## src/rtl/char_pixel_reader_if.sv

```systemverilog
// Signal bundle for char_pixel_reader: incoming video timing, the BRAM read port and
// the re-aligned pixel output. Directions in the slave modport are as seen by the reader.
interface char_pixel_reader_if #(
  parameter int MEMWIDTH = 20
);
  logic                de_i;
  logic                hs_i;
  logic                vs_i;
  logic [MEMWIDTH-1:0] raddr_o;
  logic                rdata_i;
  logic                de_o;
  logic                hs_o;
  logic                vs_o;
  logic [23:0]         rgb_o;

  modport master (
    output de_i, hs_i, vs_i, rdata_i,
    input  raddr_o, de_o, hs_o, vs_o, rgb_o
  );

  modport slave (
    input  de_i, hs_i, vs_i, rdata_i,
    output raddr_o, de_o, hs_o, vs_o, rgb_o
  );
endinterface

```

## src/rtl/char_pixel_reader.sv

```systemverilog
// Renders a 1-bit row-major BRAM bitmap inside a fixed text window into an RGB888 stream,
// re-aligning colour and de/hs/vs across the 2-clock BRAM read pipeline.
//
//   state       | meaning
//   ST_WAIT_VS  | after reset; no complete frame seen yet, window forced to background
//   ST_RUN      | a vsync has been seen; window pixels come from the bitmap
module char_pixel_reader #(
  parameter int          MEMWIDTH = 20,
  parameter int          WIN_X0   = 0,
  parameter int          WIN_Y0   = 0,
  parameter int          WIN_W    = 64,
  parameter int          WIN_H    = 16,
  parameter logic [23:0] FG_COLOR = 24'hFFFFFF,
  parameter logic [23:0] BG_COLOR = 24'h000000,
  parameter bit          VS_POL   = 1'b1
) (
  input logic                clk,
  input logic                rst,
  char_pixel_reader_if.slave bus
);

  localparam int CW = 16;

  typedef enum logic {ST_WAIT_VS, ST_RUN} state_t;

  state_t              state_q, state_d;
  logic [CW-1:0]       x_cnt_q, x_cnt_d;
  logic [CW-1:0]       y_cnt_q, y_cnt_d;
  logic [MEMWIDTH-1:0] addr_cnt_q, addr_cnt_d;
  logic [MEMWIDTH-1:0] raddr_q, raddr_d;
  logic                win_d1_q, win_d1_d;
  logic                win_d2_q, win_d2_d;
  logic [2:0]          tim1_q, tim1_d;
  logic [2:0]          tim2_q, tim2_d;
  logic [2:0]          tim_out_q, tim_out_d;
  logic [23:0]         rgb_q, rgb_d;

  logic vs_act;
  logic x_in;
  logic y_in;
  logic in_win;
  logic frame_ok;

  always_ff @(posedge clk) begin
    if (rst) begin
      state_q    <= ST_WAIT_VS;
      x_cnt_q    <= '0;
      y_cnt_q    <= '0;
      addr_cnt_q <= '0;
      raddr_q    <= '0;
      win_d1_q   <= 1'b0;
      win_d2_q   <= 1'b0;
      tim1_q     <= '0;
      tim2_q     <= '0;
      tim_out_q  <= '0;
      rgb_q      <= '0;
    end else begin
      state_q    <= state_d;
      x_cnt_q    <= x_cnt_d;
      y_cnt_q    <= y_cnt_d;
      addr_cnt_q <= addr_cnt_d;
      raddr_q    <= raddr_d;
      win_d1_q   <= win_d1_d;
      win_d2_q   <= win_d2_d;
      tim1_q     <= tim1_d;
      tim2_q     <= tim2_d;
      tim_out_q  <= tim_out_d;
      rgb_q      <= rgb_d;
    end
  end

  always_comb begin
    state_d = state_q;
    vs_act  = (bus.vs_i == VS_POL);
    case (state_q)
      ST_WAIT_VS: if (vs_act) state_d = ST_RUN;
      ST_RUN:     state_d = ST_RUN;
      default:    state_d = ST_WAIT_VS;
    endcase
    frame_ok = (state_q == ST_RUN);

    // Window test uses counter values from before this edge; a vsync pixel never qualifies.
    x_in   = (int'(x_cnt_q) >= WIN_X0) && (int'(x_cnt_q) < WIN_X0 + WIN_W);
    y_in   = (int'(y_cnt_q) >= WIN_Y0) && (int'(y_cnt_q) < WIN_Y0 + WIN_H);
    in_win = bus.de_i & ~vs_act & x_in & y_in;

    x_cnt_d = bus.de_i ? x_cnt_q + CW'(1) : '0;

    y_cnt_d = y_cnt_q;
    if (vs_act)
      y_cnt_d = '0;
    else if (tim1_q[2] && !bus.de_i)
      y_cnt_d = y_cnt_q + CW'(1);

    addr_cnt_d = addr_cnt_q;
    if (vs_act)
      addr_cnt_d = '0;
    else if (in_win)
      addr_cnt_d = addr_cnt_q + MEMWIDTH'(1);

    raddr_d  = in_win ? addr_cnt_q : raddr_q;
    win_d1_d = in_win & frame_ok;
    tim1_d   = {bus.de_i, bus.hs_i, bus.vs_i};

    win_d2_d = win_d1_q;
    tim2_d   = tim1_q;

    tim_out_d = tim2_q;
    if (!tim2_q[2])
      rgb_d = '0;
    else if (win_d2_q && bus.rdata_i)
      rgb_d = FG_COLOR;
    else
      rgb_d = BG_COLOR;
  end

  assign bus.raddr_o = raddr_q;
  assign bus.de_o    = tim_out_q[2];
  assign bus.hs_o    = tim_out_q[1];
  assign bus.vs_o    = tim_out_q[0];
  assign bus.rgb_o   = rgb_q;

endmodule

```

## src/flat_wrapper.sv

```systemverilog
// flat-port wrapper written by rule: the top's interface ports become plain ports
module char_pixel_reader_flat 
#(
  parameter int          MEMWIDTH = 20,
  parameter int          WIN_X0   = 0,
  parameter int          WIN_Y0   = 0,
  parameter int          WIN_W    = 64,
  parameter int          WIN_H    = 16,
  parameter logic [23:0] FG_COLOR = 24'hFFFFFF,
  parameter logic [23:0] BG_COLOR = 24'h000000,
  parameter bit          VS_POL   = 1'b1
)
  (clk, rst, bus_de_i, bus_hs_i, bus_vs_i, bus_rdata_i, bus_raddr_o, bus_de_o, bus_hs_o, bus_vs_o, bus_rgb_o);
  char_pixel_reader_if #(.MEMWIDTH(MEMWIDTH)) bus_i ();
  input logic clk;
  input logic rst;
  input wire logic [$bits(bus_i.de_i)-1:0] bus_de_i;
  input wire logic [$bits(bus_i.hs_i)-1:0] bus_hs_i;
  input wire logic [$bits(bus_i.vs_i)-1:0] bus_vs_i;
  input wire logic [$bits(bus_i.rdata_i)-1:0] bus_rdata_i;
  output wire logic [$bits(bus_i.raddr_o)-1:0] bus_raddr_o;
  output wire logic [$bits(bus_i.de_o)-1:0] bus_de_o;
  output wire logic [$bits(bus_i.hs_o)-1:0] bus_hs_o;
  output wire logic [$bits(bus_i.vs_o)-1:0] bus_vs_o;
  output wire logic [$bits(bus_i.rgb_o)-1:0] bus_rgb_o;
  assign bus_i.de_i = bus_de_i;
  assign bus_i.hs_i = bus_hs_i;
  assign bus_i.vs_i = bus_vs_i;
  assign bus_i.rdata_i = bus_rdata_i;
  assign bus_raddr_o = bus_i.raddr_o;
  assign bus_de_o = bus_i.de_o;
  assign bus_hs_o = bus_i.hs_o;
  assign bus_vs_o = bus_i.vs_o;
  assign bus_rgb_o = bus_i.rgb_o;
  char_pixel_reader #(.MEMWIDTH(MEMWIDTH), .WIN_X0(WIN_X0), .WIN_Y0(WIN_Y0), .WIN_W(WIN_W), .WIN_H(WIN_H), .FG_COLOR(FG_COLOR), .BG_COLOR(BG_COLOR), .VS_POL(VS_POL)) u_core (.clk(clk), .rst(rst), .bus(bus_i));
endmodule
```

## config.mk

```make
export PLATFORM = sky130hd
export DESIGN_NAME = char_pixel_reader_flat
export DESIGN_NICKNAME = d
export VERILOG_FILES = /design/src/rtl/char_pixel_reader_if.sv /design/src/rtl/char_pixel_reader.sv /design/src/flat_wrapper.sv
export SDC_FILE = /design/constraint.sdc
export NUM_CORES = 1
export LEC_CHECK = 0
export CORE_MARGIN = 8
export CORE_UTILIZATION = 55
export CTS_CLUSTER_SIZE = 40
export DETAILED_ROUTE_END_ITERATION = 10
export PLACE_DENSITY_LB_ADDON = 0.05
export SLEW_MARGIN = 30
export SYNTH_ARGS = -nofsm -noshare
export SYNTH_HDL_FRONTEND = slang
export SYNTH_SLANG_ARGS = --single-unit
export TNS_END_PERCENT = 50
```

## constraint.sdc

```tcl
create_clock -name clk -period 4.7 [get_ports clk]
set_input_delay 0.705 -clock clk [delete_from_list [all_inputs] [get_ports clk]]
set_output_delay 0.705 -clock clk [all_outputs]
set_load 0.03 [all_outputs]
```

Word-level counts from Yosys, hierarchy flattened
Index checks and enable logic that the tools add are counted.
- add/sub/neg operators: 3
- $lt $le $gt $ge: 2
- muxes and demuxes: 3
- bitwise operators: 8
- reductions and logical operators: 6
- operators by type and width (operator ; count):
    adder 16 x 1 -> 16 bit, second input constant ; 2
    2-to-1 mux 24 bit ; 1
    adder 20 x 1 -> 20 bit, second input constant ; 1
    < comparator 16 x 5 -> 1 bit, second input constant ; 1
    < comparator 16 x 7 -> 1 bit, second input constant ; 1
    OR reduction 2 bit ; 3
    AND 1 bit ; 4
    NOT 1 bit ; 4
    logical AND 1 bit ; 2
    case mux 1 bit (2 select lines) ; 1
    zero test 1 bit ; 1
    2-to-1 mux 1 bit ; 1
- bits in registers: 108
- input port bits: 6
- logic and storage cells: 33

Logic depth before layout (Yosys ltp)
- depth after elaboration: 5
- gate-level depth with buffers: 7
- depth with buffers taken out: 6

Least setup slack after synthesis
OpenSTA, ideal clock, no wires.
- path kind: input -> register
- start point: in bus_vs_i
- end point: reg u_core.addr_cnt_q[15]
- data arrival time: 2.133 ns
- required time: 4.630 ns
- setup slack: 2.497 ns
- cell stages on the path: 6
- cells stage by stage: nor4b_2 nand4_2 or2_1 buf_6 or4_1 a21oi_1
- cells in the longest elaborated chain, start to end: 4
- RTL lines (what ; line ; RTL):
    from (decl) ; flat_wrapper.sv:19 ; input wire logic [$bits(bus_i.vs_i)-1:0] bus_vs_i;
    NOT 1 bit ; char_pixel_reader.sv:85 ; in_win = bus.de_i & ~vs_act & x_in & y_in;
    AND 1 bit (3 in a row) ; char_pixel_reader.sv:85 ;
    to (signal assigned) ; char_pixel_reader.sv:61 ; addr_cnt_q <= addr_cnt_d;
    to (decl) ; char_pixel_reader.sv:29 ; logic [MEMWIDTH-1:0] addr_cnt_q, addr_cnt_d;
Several ways; a longest one is shown, not always the timed one.
A chain may end at the register's enable or synchronous reset.

Worst setup path in the final report
- start point: in bus_de_i
- end point: reg u_core.addr_cnt_q[15]
- cells in the longest elaborated chain, start to end: 3
- RTL lines (what ; line ; RTL):
    from (decl) ; flat_wrapper.sv:17 ; input wire logic [$bits(bus_i.de_i)-1:0] bus_de_i;
    AND 1 bit (3 in a row) ; char_pixel_reader.sv:85 ;
No other way between the ends.

==> metrics.json <==
{
  "cts_root_buf": "sky130_fd_sc_hd__clkbuf_8",
  "net-switching-power_uw": 272,
  "floorplan.die.height_um": 96.5,
  "dr.pass1.iters": 6,
  "area_growth_pct": 16.5,
  "numPortBuffers": 52,
  "unrepaired_setup_endpoints_after_global_routing": "no",
  "post_drt_via_cell_ratio": 5.26,
  "postSynth.asyncResetShare": 0,
  "edff_count_synth": 0,
  "cp-end-kind": "flip-flop",
  "min_period_over_period": 0.662,
  "final-setup-viol-count": 0,
  "first_global_vias": 2525,
  "detailroute.via_count": 2722,
  "path_clk_slew_ns": 0.08,
  "outcome": "complete, no violations",
  "design.die.area_um2": 9310,
  "syn-mean-instance-area_um2": 8.65,
  "worst_setup_path_start_kind": "input pin",
  "reg2reg_slack_ns": 1.96,
  "clock_insertion_delay_at_the_later_pin_of_the_skew_report_ns": 0.34,
  "cts_made_buffers": 9,
  "drv_slew": 0,
  "worstPathMaxFanout": 28,
  "worst_pin_slew_ns": 0.901,
  "cts_tree": "done",
  "syn-num-nets": 421,
  "cts-hold-fix-buffers": 0,
  "ctsHtreeMaxLevel": 3,
  "ant_nets": 0,
  "p_int_mw": 1.03,
  "swShare": 0.208,
  "cts-resized-gates": 0,
  "reg2reg_from": "u_core.x_cnt_q[14]$_SDFF_PP0_",
  "synth_flop_cell": "sky130_fd_sc_hd__dfxtp_1",
  "routed_wire_length_per_instance_um": 13.4,
  "wire_length_of_the_first_global_routing_pass_um": 11400,
  "final_hold_violation_count": 0,
  "synthesized_flop_and_latch_total": 85,
  "share_seq_of_total_power": 0.557,
  "antenna_cells": 0,
  "cts_buffer_depth": 2,
  "met1Wirelength_um": 3200,
  "initial_antenna_violation_count": 0,
  "synthesis.area_um2": 3560,
  "synth-warning-count": 0,
  "synth_cell_types": 35,
  "wl_um": 6910,
  "yosysTopAreaCell": "sky130_fd_sc_hd__dfxtp_1",
  "synth_top_cells_by_area": "sky130_fd_sc_hd__dfxtp_1 48%, sky130_fd_sc_hd__xnor2_1 6.9%, sky130_fd_sc_hd__nand2_1 5.8%, sky130_fd_sc_hd__nor2_1 5.4%, sky130_fd_sc_hd__buf_4 4.8%",
  "gpl.final_weighted_congestion": 0.793,
  "fraction_of_layout_instances_using_a_drive_strength_above_1": 0.0477,
  "startpoint": "bus_de_i",
  "final.hold.worst_slack_ns": 0.442,
  "design.final.nets": 444,
  "pin_count": 53,
  "final-instance-count-excl-fill": 517,
  "ys_seq_area_frac": 0.478,
  "worstSetupEndpoint": "u_core.addr_cnt_q[15]$_SDFFE_PP0P_",
  "drt_iter0_drc": 104,
  "floorplan.core_area_um2": 6310,
  "fin_worst_skew_ns": 0.00771,
  "crit_required_ns": 4.97,
  "met3RoutedLength_um": 298,
  "highest_routed_layer": "met4",
  "placed_cells_incl_taps": 501,
  "overall_global_routing_usage": 0.155,
  "worstHoldPathType": "flip-flop to flip-flop",
  "timing.reg2reg.worst_path_depth": 5,
  "dpl.hpwl_um": 4610,
  "timing.fmax_ghz": 0.321,
  "power_per_cell_area_nw_per_um2": 315,
  "die-width_um": 96.5,
  "period_minus_slack_ns": 3.11,
  "comb_power_share": 0.029,
  "vdd_drop_max_uv": 203,
  "row_count": 29,
  "criticalPathCategory": "input pin to flip-flop",
  "drv_cap": 0,
  "p_leak_nw": 1.32,
  "overflow": 0,
  "synth_top_area_share": 0.478,
  "drt_drc_violations_left": 0,
  "dr_wl_met2_um": 3270,
  "max_slew_margin": 0.399,
  "postCtsSetupBuffers": 0,
  "pin_count_of_the_biggest_net_entering_global_routing": 37,
  "r2r_end": "u_core.addr_cnt_q[15]$_SDFFE_PP0P_",
  "arrival_ns": 3.38,
  "cts_sinks": 85,
  "postSynthCellCount": 412,
  "clock_power_share": 0.414,
  "final_core_utilization": 0.657,
  "initial_utilization": 0.564,
  "timing.setup.tns_ns": 0
}
how the worst min path moves through the flow:
stage                                            start                              to  slack (ns)  depth (start not counted)
after floorplan           u_core.x_cnt_q[0]$_SDFF_PP0_    u_core.x_cnt_q[0]$_SDFF_PP0_        0.41                          1
after global placement     u_core.tim1_q[1]$_SDFF_PP0_     u_core.tim2_q[1]$_SDFF_PP0_        0.42                          1
after detailed placement   u_core.tim2_q[1]$_SDFF_PP0_  u_core.tim_out_q[1]$_SDFF_PP0_        0.42                          1
after CTS                  u_core.tim2_q[1]$_SDFF_PP0_  u_core.tim_out_q[1]$_SDFF_PP0_        0.44                          1
after global routing       u_core.tim1_q[0]$_SDFF_PP0_     u_core.tim2_q[0]$_SDFF_PP0_        0.46                          1
final                      u_core.tim2_q[1]$_SDFF_PP0_  u_core.tim_out_q[1]$_SDFF_PP0_        0.44                          1
kinds of logic (layout without fill, tap and decap cells):
group / count (synthesis) / in the layout / synth area share
AND/OR/NAND/NOR: 197 / 197 / 0.280
adder cells (fa/ha/maj): 3 / 3 / 0.0105
multiplexers: 1 / 1 / 0.00281
XOR/XNOR: 40 / 40 / 0.0984
AO/OA/AOI/OAI: 37 / 37 / 0.0527
buffers and inverters: 49 / 77 / 0.0780
flip-flops: 85 / 85 / 0.478
state kept, by name, summed over array words and instances (netlist names):
| register | flops |
|---|---|
| u_core.tim_out_q | 3 |
| u_core.bus.rgb_o | 1 |
| u_core.win_d2_q | 1 |
| u_core.tim1_q | 3 |
| u_core.addr_cnt_q | 20 |
| u_core.bus.raddr_o | 20 |
| u_core.frame_ok | 1 |
| u_core.y_cnt_q | 16 |
| u_core.tim2_q | 3 |
| u_core.win_d1_q | 1 |
| u_core.x_cnt_q | 16 |
synth_stat cells (2+ instances only):
| cell | number |
|---|---|
| sky130_fd_sc_hd__and3_1 | 4 |
| sky130_fd_sc_hd__buf_4 | 23 |
| sky130_fd_sc_hd__a21oi_1 | 29 |
| sky130_fd_sc_hd__nor4b_1 | 2 |
| sky130_fd_sc_hd__nand4_1 | 12 |
| sky130_fd_sc_hd__o21ai_0 | 7 |
| sky130_fd_sc_hd__nor3_1 | 6 |
| sky130_fd_sc_hd__nor2_1 | 51 |
| sky130_fd_sc_hd__xor2_1 | 12 |
| sky130_fd_sc_hd__dfxtp_1 | 85 |
| sky130_fd_sc_hd__nand2_1 | 55 |
| sky130_fd_sc_hd__clkbuf_1 | 17 |
| sky130_fd_sc_hd__nor2b_1 | 11 |
| sky130_fd_sc_hd__ha_1 | 3 |
| sky130_fd_sc_hd__and2_1 | 3 |
| sky130_fd_sc_hd__or3_1 | 7 |
| sky130_fd_sc_hd__nand2b_1 | 2 |
| sky130_fd_sc_hd__xnor2_1 | 28 |
| sky130_fd_sc_hd__inv_1 | 7 |
| sky130_fd_sc_hd__nor4_1 | 13 |
| sky130_fd_sc_hd__nand3_1 | 14 |
| sky130_fd_sc_hd__nor4_2 | 2 |
| sky130_fd_sc_hd__or4_1 | 2 |
| sky130_fd_sc_hd__and4_1 | 6 |
power by group through the flow:
stage / logic [mW] / clock network [mW] / registers, mW
2_1_floorplan: 0.0256 / 0 / 0.746
3_3_place_gp: 0.0386 / 0 / 0.745
3_5_place_dp: 0.0389 / 0 / 0.745
4_1_cts: 0.0391 / 0.553 / 0.728
5_1_grt: 0.0430 / 0.583 / 0.728
6_report: 0.0381 / 0.541 / 0.728
metrics by stage:
| step | setup WS [ns] | instance area, um^2 | power (mW) |
|---|---|---|---|
| after floorplan | 2.50 | 3560 | 0.771 |
| after global placement | 1.29 | 3940 | 0.783 |
| after detailed placement | 1.23 | 3940 | 0.784 |
| after CTS | 1.59 | 4150 | 1.32 |
| after global routing | 1.38 | 4150 | 1.35 |
| final | 1.59 | 4150 | 1.31 |
placed cells by master, fill, tap and decap left out, types with 4 or more instances in the layout:
cell type | netlist | routed
sky130_fd_sc_hd__a21oi_1 | 29 | 29
sky130_fd_sc_hd__and3_1 | 4 | 4
sky130_fd_sc_hd__and4_1 | 6 | 6
sky130_fd_sc_hd__clkbuf_8 | 0 | 9
sky130_fd_sc_hd__clkdlybuf4s50_1 | 0 | 52
sky130_fd_sc_hd__dfxtp_1 | 85 | 85
sky130_fd_sc_hd__inv_1 | 7 | 7
sky130_fd_sc_hd__nand2_1 | 55 | 55
sky130_fd_sc_hd__nand3_1 | 14 | 14
sky130_fd_sc_hd__nand4_1 | 12 | 12
sky130_fd_sc_hd__nor2_1 | 51 | 51
sky130_fd_sc_hd__nor2b_1 | 11 | 11
sky130_fd_sc_hd__nor3_1 | 6 | 6
sky130_fd_sc_hd__nor4_1 | 13 | 13
sky130_fd_sc_hd__o21ai_0 | 7 | 7
sky130_fd_sc_hd__or3_1 | 7 | 7
sky130_fd_sc_hd__xnor2_1 | 28 | 28
sky130_fd_sc_hd__xor2_1 | 12 | 12
layer usage:
metal	vias up	global-route usage
met1	1261	0.188
met2	40	0.253
met4	0	0.0794
met5	-	0
li1	1408	-
met3	13	0.0317
worst max-delay path, cell delays in order:
cell and delay (ns):
sky130_fd_sc_hd__clkdlybuf4s50_1 0.54, sky130_fd_sc_hd__nor4b_2 0.25, sky130_fd_sc_hd__nand4_2 0.41, sky130_fd_sc_hd__or2_1 0.70
sky130_fd_sc_hd__or4_1 0.63, sky130_fd_sc_hd__a21oi_1 0.14
layout make-up:
type | count | area [um^2]
Clock inverter | 5 | 75.1
Multi-Input combinational cell | 278 | 1580
Sequential cell | 85 | 1700
Timing Repair Buffer | 54 | 536
Fill cell | 555 | 2160
Clock buffer | 11 | 131
Tap cell | 77 | 96.3
Inverter | 7 | 26.3
(Power assumes the default switching activity.)
